<file path="src/rtl/apb_fll_if_pkg.sv">
// apb_fll_if_pkg: shared types, address offsets and STATUS bit positions for apb_fll_if
package apb_fll_if_pkg;
    typedef enum logic [1:0] {IDLE, REQ, DONE, ERR} state_t;
    localparam logic [4:0] FLL_REG0   = 5'h00;
    localparam logic [4:0] FLL_REG1   = 5'h04;
    localparam logic [4:0] FLL_REG2   = 5'h08;
    localparam logic [4:0] FLL_REG3   = 5'h0C;
    localparam logic [4:0] FLL_STATUS = 5'h10;
    localparam int STATUS_LOCK      = 0;
    localparam int STATUS_LOCK_LOST = 1;
endpackage

</file>
<file path="src/rtl/sync_2ff.sv">
// sync_2ff: two-flop synchronizer for a single asynchronous level
// ports: clk_i clock, rstn_i async active-low reset, d async input, q synchronized output
module sync_2ff (
    input  logic clk_i,
    input  logic rstn_i,
    input  logic d,
    output logic q
);
    logic m;
    always_ff @(posedge clk_i or negedge rstn_i)
        if (!rstn_i) {q, m} <= '0;
        else         {q, m} <= {m, d};
endmodule

</file>
<file path="src/rtl/apb_fll_if.sv">
// apb_fll_if: APB slave bridging to the FLL register port, plus a local lock STATUS register
// ports: clk_i/rstn_i clock and async active-low reset; P* APB slave;
//        fll_req_o/fll_wrn_o/fll_add_o/fll_data_o/fll_ack_i/fll_r_data_i FLL handshake; fll_lock_i async lock
module apb_fll_if
    import apb_fll_if_pkg::*;
#(
    parameter int APB_ADDR_WIDTH = 12,
    parameter int TIMEOUT_CYCLES = 255
) (
    input  logic                      clk_i,
    input  logic                      rstn_i,
    input  logic [APB_ADDR_WIDTH-1:0] PADDR,
    input  logic [31:0]               PWDATA,
    input  logic                      PWRITE,
    input  logic                      PSEL,
    input  logic                      PENABLE,
    output logic [31:0]               PRDATA,
    output logic                      PREADY,
    output logic                      PSLVERR,
    output logic                      fll_req_o,
    output logic                      fll_wrn_o,
    output logic [1:0]                fll_add_o,
    output logic [31:0]               fll_data_o,
    input  logic                      fll_ack_i,
    input  logic [31:0]               fll_r_data_i,
    input  logic                      fll_lock_i
);
    localparam int CW = (TIMEOUT_CYCLES > 255) ? $clog2(TIMEOUT_CYCLES) : 8;
    // counter holds cycles already spent in REQ, so this value marks the last allowed one
    localparam logic [CW-1:0] TMO = CW'(TIMEOUT_CYCLES - 1);
    state_t        state, next;
    logic [CW-1:0] cnt;
    logic [31:0]   rdata, status;
    logic          abort, lock_s, lock_d, lost;
    logic          hi, is_fll, is_stat, acc, start, clr, unused_ok;
    sync_2ff u_sync (.clk_i(clk_i), .rstn_i(rstn_i), .d(fll_lock_i), .q(lock_s));
    assign unused_ok = ^PADDR[1:0];
    assign hi        = (PADDR >> 5) == '0;
    assign is_fll    = hi && PADDR[4:2] < FLL_STATUS[4:2];
    assign is_stat   = hi && PADDR[4:2] == FLL_STATUS[4:2];
    assign acc       = PSEL && PENABLE;
    // start from setup or access phase, so a busy FLL (ack still high) is simply retried
    assign start     = state == IDLE && PSEL && is_fll && !fll_ack_i;
    assign clr       = state == IDLE && acc && PWRITE && is_stat && PWDATA[STATUS_LOCK_LOST];
    assign status    = (32'(lock_s) << STATUS_LOCK) | (32'(lost) << STATUS_LOCK_LOST);
    assign fll_req_o = state == REQ;
    always_ff @(posedge clk_i or negedge rstn_i)
        if (!rstn_i) state <= IDLE;
        else         state <= next;
    always_comb begin
        next    = state;
        PREADY  = 1'b0;
        PSLVERR = 1'b0;
        PRDATA  = '0;
        case (state)
            IDLE: begin
                next    = start ? REQ : IDLE;
                PREADY  = acc && !is_fll;
                PSLVERR = acc && !is_fll && !is_stat;
                PRDATA  = (acc && is_stat && !PWRITE) ? status : '0;
            end
            REQ:  next = fll_ack_i ? DONE : (cnt == TMO ? ERR : REQ);
            DONE: begin
                next   = IDLE;
                PREADY = acc && !abort;
                PRDATA = (acc && !abort && !fll_wrn_o) ? rdata : '0;
            end
            ERR: begin
                next    = IDLE;
                PREADY  = acc && !abort;
                PSLVERR = acc && !abort;
            end
            default: next = IDLE;
        endcase
        if (!rstn_i) {PREADY, PSLVERR, PRDATA} = '0;
    end
    always_ff @(posedge clk_i or negedge rstn_i)
        if (!rstn_i) begin
            fll_wrn_o  <= 1'b0;
            fll_add_o  <= '0;
            fll_data_o <= '0;
            rdata      <= '0;
            cnt        <= '0;
            abort      <= 1'b0;
            lock_d     <= 1'b0;
            lost       <= 1'b0;
        end else begin
            lock_d <= lock_s;
            lost   <= (lock_d && !lock_s) || (lost && !clr);
            if (start) begin
                fll_wrn_o  <= PWRITE;
                fll_add_o  <= PADDR[3:2];
                fll_data_o <= PWDATA;
                cnt        <= '0;
                abort      <= 1'b0;
            end else if (state == REQ) begin
                cnt   <= cnt + 1'b1;
                abort <= abort || !PSEL;
                if (fll_ack_i) rdata <= fll_r_data_i;
            end
        end
endmodule

</file>
<file path="config.mk">
export PLATFORM = sky130hd
export DESIGN_NAME = apb_fll_if
export DESIGN_NICKNAME = d
export VERILOG_FILES = /design/src/rtl/apb_fll_if_pkg.sv /design/src/rtl/sync_2ff.sv /design/src/rtl/apb_fll_if.sv
export SDC_FILE = /design/constraint.sdc
export NUM_CORES = 1
export LEC_CHECK = 0
export BUFFER_PORTS_ARGS = -buffer_cell sky130_fd_sc_hd__buf_2
export CAP_MARGIN = 20
export CORE_MARGIN = 3
export CORE_UTILIZATION = 40
export CTS_CLUSTER_DIAMETER = 80
export DETAILED_ROUTE_END_ITERATION = 10
export HOLD_SLACK_MARGIN = 0.1
export PLACE_DENSITY = 0.68
export REMOVE_ABC_BUFFERS = 1
export SYNTH_ARGS = -nofsm -noshare
export SYNTH_HDL_FRONTEND = slang
export SYNTH_HIERARCHICAL = 1
export SYNTH_SLANG_ARGS = --single-unit
</file>
<file path="constraint.sdc">
create_clock -name clk_i -period 5.5 [get_ports clk_i]
set_clock_uncertainty 0.15 [all_clocks]
set_input_delay 1.1 -clock clk_i [delete_from_list [all_inputs] [get_ports clk_i]]
set_output_delay 1.1 -clock clk_i [all_outputs]
set_load 0.02 [all_outputs]
</file>
==> results of run 1 <==
registers in the layout, summed over array words and instances, names as in the netlist:
register    cells
abort           1
cnt             8
fll_add_o       2
fll_data_o     32
fll_wrn_o       1
lock_d          1
lost            1
rdata          32
state           2
u_sync/m        1
u_sync/q        1
worst paths after layout:
| kind | slack, ps | cells after the start | end |
|---|---|---|---|
| worst max register to register | 3010 | 6 | fll_data_o[31] |
| worst max-delay path | 1970 | 6 | PRDATA[1] |
| worst min-delay path | 220 | 0 | u_sync/q |
| min in group asynchronous | 520 | 1 | abort |
| worst min register to register | 220 | 0 | u_sync/q |
| max in group asynchronous | 3680 | 2 | fll_data_o[6] |
metrics by stage:
stage	power (mW)	cells	util (%)	cell area, sq um	setup WS [ps]
finish	1.15	533	53.4	4770	1970
floorplan	0.680	255	-	3650	1900
detailed placement	0.739	517	51.2	4570	1910
global placement	0.736	517	51.2	4570	1930
global route	1.21	533	53.4	4770	1790
CTS	1.17	533	53.4	4770	1920
routing by layer:
metal	vias to the layer above	track usage, %	part of all wire [%]
met5	-	0	0
li1	1236	-	-
met1	1234	19.1	44
met3	9	4.47	6.9
met4	0	5.48	1.5
met2	96	23.7	47
worst max-delay path: stages:
cell	delay, ps
buf_4	320
nand3b_1	110
nor2_1	110
buf_4	270
o2bb2ai_1	160
buf_2	190
cells by family after synthesis:
| logic type | Yosys count | synth area share [%] |
|---|---|---|
| xor+xnor | 4 | 0.931 |
| buf+inv | 21 | 3.82 |
| fa+ha+maj | 8 | 2.66 |
| compound gates | 17 | 2.99 |
| mux | 68 | 23.3 |
| flops | 82 | 54.5 |
| simple gates | 67 | 11.8 |
where the power goes:
part / switching, mW / internal, mW / leakage, nW / total (mW)
Sequential: 0.0114 / 0.619 / 1.09 / 0.630
Clock: 0.216 / 0.211 / 0.0925 / 0.426
Combinational: 0.0484 / 0.0462 / 1.47 / 0.0946
cells in the final DEF, fill, tap and decap left out, types with 2 or more instances in the layout:
cell type	netlist	final
a21oi_1	4	4
and2_1	30	30
and4b_1	2	2
buf_2	4	149
buf_4	1	5
clkbuf_8	0	9
clkinv_4	0	2
clkinvlp_4	0	2
dfrtp_1	82	82
ha_1	8	8
inv_1	9	9
mux2_2	37	37
mux2_4	30	30
nand2_1	3	3
nand3_1	5	5
nand3b_1	2	2
nand4_1	5	5
nor2_1	8	8
o21ai_0	5	5
o2bb2ai_1	2	2
or3_1	3	3
xor2_1	3	3
layout make-up:
type / count / share of cell area (%)
well taps: 108 / 2.83
multi-input cells: 164 / 32.9
clock buffers: 10 / 2.68
flip-flops and latches: 82 / 43.0
inverters: 9 / 0.708
clock inverters: 6 / 1.42
repair buffers: 154 / 16.4
==> results.md, run 1 <==
* Status: finished clean
* Nets at 511
* RD Place Congestion at 0.860
* Routed len/inst at 14.4 microns
* Mean post-synth cell area at 14.1 sq um
* Reg clk slew, reported paths at 80 ps
* CTS Sinks at 82
* Diodes inserted at 0
* Initial Utilization at a little over two fifths
* Minimum clock period at 3530 ps
* Multi-input gate area at 1570 sq um
* Mapped cell area at approximately 3800 sq um
* Leading area contributor after synthesis: dfrtp_1
* Global-route wire length before repair at 12300 microns
* Seq cells post-synth at slightly above 80
* VDD IR max at 114 uV
* Antenna Nets Post-Route at 0
* Max Cap Viol at 0
* Register area at 2050 sq um
* CP arrival at 2280 ps
* Grt ovf at 0
* CTS tree: done
* Achievable Freq at 284 MHz
* Worst hold path startpoint: u_sync/m
* Core footprint at 8930 sq um
* Fin crit share at 64.1%
* Nature of the critical path startpoint: primary input
* TritonCTS Buffers at 9
* Fillers at 757
* Seq/Total Area, Yosys at 54.5%
* Setup-failing EPs final at 0
* Post-synth EDFFs at 0
* Clk root buf: clkbuf_8
* Remaining DRCs at 0
* Area contributors post-synth: dfrtp_1 (55%), mux2_4 (12%), mux2_2 (11%)
* Yosys Warn Count at 6
* Initial antenna violation count at 0
* Top_reg_cell synth: dfrtp_1
* Worst Max-Slew Pin Slew at 681 ps
* P&R area growth vs syn at 26.7%
* Leakage at 2.65 nW
* Netlist cell types at 39
* Slew Viols, Final at 0
* Die Span Y at 103 microns
* HP Class: reg2reg
* Reg2reg start: state[0]
* Syn Inst Count at ~270
* Total GRT Usage at 14.8%
* Proportion of netlist area held by the largest area contributor at 54.5%
* TritonRoute pass-1 iters at 4
* Setup TNS Final at 0 ps
* Post-CTS Repair Setup Buffers at 0
* Crit Path Category: in2out
* Ratio of cells with drive above 1 in the final layout at 56.5%
* Longest Clk Path Bufs at 2
* Vias in the first global route at 2573
* Req. time, crit path at 4250 ps
* Routed Wire Length at a little under 8000 microns
* Synth top cells by count: dfrtp_1 (82), mux2_2 (37), and2_1 (30), mux2_4 (30), inv_1 (9)
* Endpoint type of the worst setup path: primary output
* Hold_ws at 222 ps
* Slew margin rel. at 54.6%
* Detailed router's first-iteration violation count at 28
* Crit path max fanout at 32
* Via Count at about 2600
* Count leader, synth: dfrtp_1
* Die area at 10600 sq um
* CTS Hold Bufs at 0
* H-tree depth at 3
* Ports at 153
* Post-synth ARST share at between 90% and 100%
* Clock latency on the worst-skew pair at roughly 340 ps
* RSZ-0062 raised after global routing: false
* Row cnt at 34
* CTS-repair resized insts at 0
* DR vias/cell at 4.83
* Final hold vios at 0
* Crit. Startpoint: rstn_i
* Port Buf Inserts at 150
* Chip width at 103 microns
* Largest net degree at the start of global routing at 56
* Pwr Density at 241 nW/um^2
* DP Wirelength at ~5800 microns
(Power assumes the default switching activity.)
==> run 2, diff against run 1 <==
- PLACE_DENSITY: 0.68 -> 0.71
- clock period: 5.5 -> 3 ns (I/O delays scaled with it)
==> run 2 against run 1 <==
Against the previous run: sequential share of layout area is 0.56 points lower; global-route usage decreased by 0.50 points; count of clock-buffer cells in the layout unchanged; cell area grew 1.3%; die area stayed put; first-iteration DRC count up 21%; power up 90%; largest cell class unchanged.
==> results.md, run 2 (synthesis gave the netlist of run 1 again) <==
* Status: finished clean
* DR vias/cell at 4.82 (-0.13%)
* Ports at 153 (unchanged)
* Die area at 10600 sq um (unchanged)
* CP max stage delay at 520 ps (+200 ps)
* Core footprint at 8930 sq um (unchanged)
* Total GRT Usage at 14.3% (-0.50 points)
* Commonest non-fill, non-tap cell in the layout: buf_2
* Final non-filler cell total at 536 (+0.56%)
* Leakage at 2.68 nW (+1.2%)
* Crit Path Category: in2out
* Fillers at 789 (+4.2%)
* Worst hold path startpoint: fll_lock_i
* Post-CTS Repair Setup Buffers at 0 (unchanged)
* Worst path most repeated cell: buf_4
* Endpoint type of the worst setup path: primary output
* Crit. Startpoint: rstn_i
* Detailed router's first-iteration violation count at 34 (+21%)
* CP cell instances: dlygate4sd3_1, buf_4, nand3b_1, nor2_2, buf_4, and2_1, buf_2
* DP Wirelength at 5710 microns (-0.84%)
* Placed cell count at 519 (+0.39%)
* Initial Utilization at 42.1% (unchanged)
* CP Buf/Inv Count at 4 (+1)
* Routed len/inst at 14.3 microns (-0.99%)
* Port Buf Inserts at 150 (unchanged)
* Post-place setup slack at 546 ps (-1370 ps)
* CP arrival at 2110 ps (-170 ps)
* Clk root buf: clkbuf_8
* CTS Sinks at 82 (unchanged)
* Achievable Freq at 350 MHz
* Longest Clk Path Bufs at 2 (unchanged)
* Grt ovf at 0 (unchanged)
* Setup TNS Final at 0 ps (unchanged)
* Cell area after placement at 4600 sq um (+0.66%)
* Die Span Y at 103 microns (unchanged)
* Diodes inserted at 0 (unchanged)
* CTS tree: done
* Reg clk slew, reported paths at 80 ps (about the same)
* Post-Layout Inst Area at 4830 sq um (+1.3%)
* TritonCTS Buffers at 9 (unchanged)
* Hold_ws at 219 ps (-3.24 ps)
* Total power at 2.19 mW (+90%)
* CTS-repair resized insts at 0 (unchanged)
* RD Place Congestion at 0.801 (-6.9%)
* Nets at 514 (+0.59%)
* Top delay family on crit path: buffers and inverters
* Most frequent cells in the layout: buf_2 (149), dfrtp_1 (82), mux2_2 (37)
* Setup-failing EPs final at 0 (unchanged)
* Pwr Density at 453 nW/um^2 (+88%)
* Largest net degree at the start of global routing at 48 (-14%)
* Fin crit share at ~95%
* Ratio of cells with drive above 1 in the final layout at 56.8% (+0.31 points)
* Reg2reg start: state[0]
* Chip width at 103 microns (unchanged)
* Req. time, crit path at 2250 ps (-2000 ps)
* VDD IR max at 265 uV (+130%)
* Row cnt at 34 (unchanged)
* Vias in the first global route at 2608 (+1.4%)
* Max Cap Viol at 0 (unchanged)
* Slew margin rel. at 60.5% (+5.9 points)
* Via Count at 2586 (+0.43%)
* Minimum clock period at 2860 ps
* HP Class: in2reg
* TritonRoute pass-1 iters at 4 (unchanged)
* H-tree depth at 3 (unchanged)
* Remaining DRCs at 0 (unchanged)
* Antenna Nets Post-Route at 0 (unchanged)
* Final core occ at 54.1% (+0.70 points)
* Nature of the critical path startpoint: primary input
* Setup ws final at 139 ps (-1830 ps)
* Critical path's slowest cell: dlygate4sd3_1
* Initial antenna violation count at 0 (unchanged)
* Largest regs: fll_data_o: 32 flops, rdata: 32 flops, cnt: 8 flops
* CTS Hold Bufs at 1 (+1)
* Clock latency on the worst-skew pair at 340 ps (about the same)
* Worst Max-Slew Pin Slew at 592 ps (-88.7 ps)
* Slew Viols, Final at 0 (unchanged)
* P&R area growth vs syn at 28.4%
* Routed Wire Length at 7660 microns (-0.43%)
* Global-route wire length before repair at 12000 microns (-2.2%)
* RSZ-0062 raised after global routing: false
* Final hold vios at 0 (unchanged)
* Crit path max fanout at 31 (-3.1%)
## run 2: metal layers
layer,vias up,part of all wire (%),GRT usage (%)
li1,1238,-,-
met1,1241,43,18.1
met2,98,48,23.9
met3,9,7.4,3.52
met4,0,1.1,5.18
met5,-,0,0
## run 2: layout make-up
type	count	area, sq um	share of cell area (%)
flip-flops and latches	82	2050	42.5
multi-input cells	164	1570	32.5
repair buffers	157	821	17.0
well taps	108	135	2.80
clock buffers	10	128	2.64
clock inverters	6	90.1	1.86
inverters	9	33.8	0.699
## run 2: final timing paths
check,depth (start not counted),to,slack [ps]
max in group asynchronous,3,fll_data_o[17],1470
max reg2reg,6,fll_data_o[31],830
min reg2reg,0,lock_d,230
min in group asynchronous,2,abort,450
min,1,u_sync/m,220
max,7,PRDATA[26],140
## run 2: power breakdown
part	total [mW]	internal [mW]	leakage [nW]	switching [mW]
logic	0.175	0.0864	1.49	0.0882
registers	1.16	1.13	1.09	0.0209
clock network	0.859	0.472	0.107	0.387
==> run 3, diff against run 2 <==
- RECOVER_POWER: default -> 25
- SLEW_MARGIN: default -> 20
==> run 3 against run 2 <==
Against the previous run: the run now ends with capacitance limit, slew limit left; non-clock buffer count is the same; worst hold slack is essentially flat; maximum frequency is essentially flat; worst setup slack gained 2.7 ps; utilization shrank 0.11 points; clock power is essentially flat; critical path type unchanged; via count is the same; sequential share of layout area grew 0.088 points; die area is the same; first-iteration DRC count grew 12%; combinational power is essentially flat.
==> results.md, run 3 (synthesis gave the netlist of run 1 again) <==
* Status: finished with violations
* Violated checks: capacitance limit, slew limit
* Diodes inserted at 0 (unchanged)
* Global-route wire length before repair at 12000 microns (unchanged)
* RSZ-0062 raised after global routing: false
* Fin crit share at 95.3% (about the same)
* Initial Utilization at 42.1% (unchanged)
* Nets at 514 (unchanged)
* Die Span Y at 103 microns (unchanged)
* Nature of the critical path startpoint: primary input
* Longest Clk Path Bufs at 2 (unchanged)
* Routed Wire Length at 7650 microns (-0.18%)
* CTS-repair resized insts at 0 (unchanged)
* CP max stage delay at 520 ps (about the same)
* VDD IR max at 265 uV (about the same)
* Post-place setup slack at 546 ps (unchanged)
* Largest regs: fll_data_o: 32 flops, rdata: 32 flops, cnt: 8 flops
* RD Place Congestion at 0.801 (unchanged)
* DR vias/cell at 4.82 (unchanged)
* Detailed router's first-iteration violation count at 38 (+12%)
* Minimum clock period at 2860 ps (-2.75 ps)
* Clock latency on the worst-skew pair at 340 ps (about the same)
* Crit path max fanout at 31 (unchanged)
* Final hold vios at 0 (unchanged)
* Total power at 2.19 mW (about the same)
* Top delay family on crit path: buffers and inverters
* CTS Sinks at 82 (unchanged)
* Hold_ws at 219 ps (+0.0380 ps)
* Reg clk slew, reported paths at 80 ps (about the same)
* Die area at 10600 sq um (unchanged)
* Most frequent cells in the layout: buf_2 (149), dfrtp_1 (82), mux2_2 (37)
* Ratio of cells with drive above 1 in the final layout at 56.3% (-0.47 points)
* Max Cap Viol at 1 (+1)
* P&R area growth vs syn at 28.1%
* Req. time, crit path at 2250 ps (about the same)
* R2r setup slk at 830 ps (about the same)
* TritonRoute pass-1 iters at 4 (unchanged)
* Vias in the first global route at 2608 (unchanged)
* Critical path's slowest cell: dlygate4sd3_1
* Routed len/inst at 14.3 microns (-0.18%)
* Initial antenna violation count at 0 (unchanged)
* Worst path most repeated cell: buf_4
* Achievable Freq at 350 MHz (about the same)
* Cell area after placement at 4600 sq um (unchanged)
* Chip width at 103 microns (unchanged)
* Slew Viols, Final at 35 (+35)
* Worst Max-Slew Pin Slew at 1720 ps (+1120 ps)
* Post-Layout Inst Area at 4820 sq um (-0.21%)
* Ports at 153 (unchanged)
* Total GRT Usage at 14.3% (unchanged)
* Slew margin rel. at -14.5% (-75 points)
* CTS tree: done
* CP arrival at 2110 ps (about the same)
* Crit Path Category: in2out
* Setup ws final at 142 ps (+2.75 ps)
* HP Class: in2reg
* Pwr Density at 454 nW/um^2 (+0.16%)
* Via Count at 2586 (unchanged)
* Core footprint at 8930 sq um (unchanged)
* Row cnt at 34 (unchanged)
* CP Buf/Inv Count at 4 (unchanged)
* Post-CTS Repair Setup Buffers at 0 (unchanged)
* Setup-failing EPs final at 0 (unchanged)
* Commonest non-fill, non-tap cell in the layout: buf_2
* Final core occ at 54.0% (-0.11 points)
* Grt ovf at 0 (unchanged)
* Antenna Nets Post-Route at 0 (unchanged)
* DP Wirelength at 5710 microns (unchanged)
* Clk root buf: clkbuf_8
* Leakage at 2.68 nW (-0.32%)
* CP cell instances: dlygate4sd3_1, buf_4, nand3b_1, nor2_2, buf_4, and2_1, buf_2
* TritonCTS Buffers at 9 (unchanged)
* Endpoint type of the worst setup path: primary output
* H-tree depth at 3 (unchanged)
* CTS Hold Bufs at 1 (unchanged)
* Largest net degree at the start of global routing at 48 (unchanged)
* Port Buf Inserts at 150 (unchanged)
* Remaining DRCs at 0 (unchanged)
[run 3: cell count changes in the layout (fill, tap and decap cells not counted), sizes merged]
| cell | delta |
|---|---|
| buf | -3 |
| clkbuf | +3 |
[run 3: where the power goes]
| part | total [mW] | switching [mW] | internal [mW] | leakage, nW |
|---|---|---|---|---|
| Combinational | 0.173 | 0.0881 | 0.0853 | 1.48 |
| Clock | 0.859 | 0.387 | 0.472 | 0.107 |
| Sequential | 1.16 | 0.0209 | 1.13 | 1.09 |
[run 3: worst reg2reg max path, cell delays in order (launching register included)]
cell and delay [ps]:
dfrtp_1 420, inv_1 130, ha_1 220, nor4bb_4 230, and3_2 240, buf_12 250, mux2_2 420
[run 3: path summary, 6_finish.rpt]
path / startpoint / to / cells after the start
min in group asynchronous: rstn_i / abort / 2
worst min register to register: u_sync/q / lock_d / 0
worst max register to register: state[0] / fll_data_o[31] / 6
max in group asynchronous: rstn_i / fll_data_o[31] / 3
worst max-delay path: rstn_i / PRDATA[26] / 7
worst min-delay path: fll_lock_i / u_sync/m / 1
[run 3: metrics by stage]
stage	setup TNS, ps	cells
after floorplan	-867	255
after global placement	0	519
after detailed placement	0	519
after CTS	0	536
after global routing	0	536
final	0	536
[run 3: area by class of cell]
type	count	area, sq um
Multi-Input combinational cell	164	1570
Fill cell	790	4110
Clock buffer	10	128
Tap cell	108	135
Inverter	9	33.8
Clock inverter	6	90.1
Timing Repair Buffer	157	811
Sequential cell	82	2050
[run 3: layer usage]
metal  vias to the layer above  global-route usage (%)  part of all wire, %
met5                         -                       0                    0
met1                      1242                    18.1                   43
met2                        98                    23.9                   48
met4                         0                    5.18                  1.1
li1                       1237                       -                    -
met3                         9                    3.52                  7.4
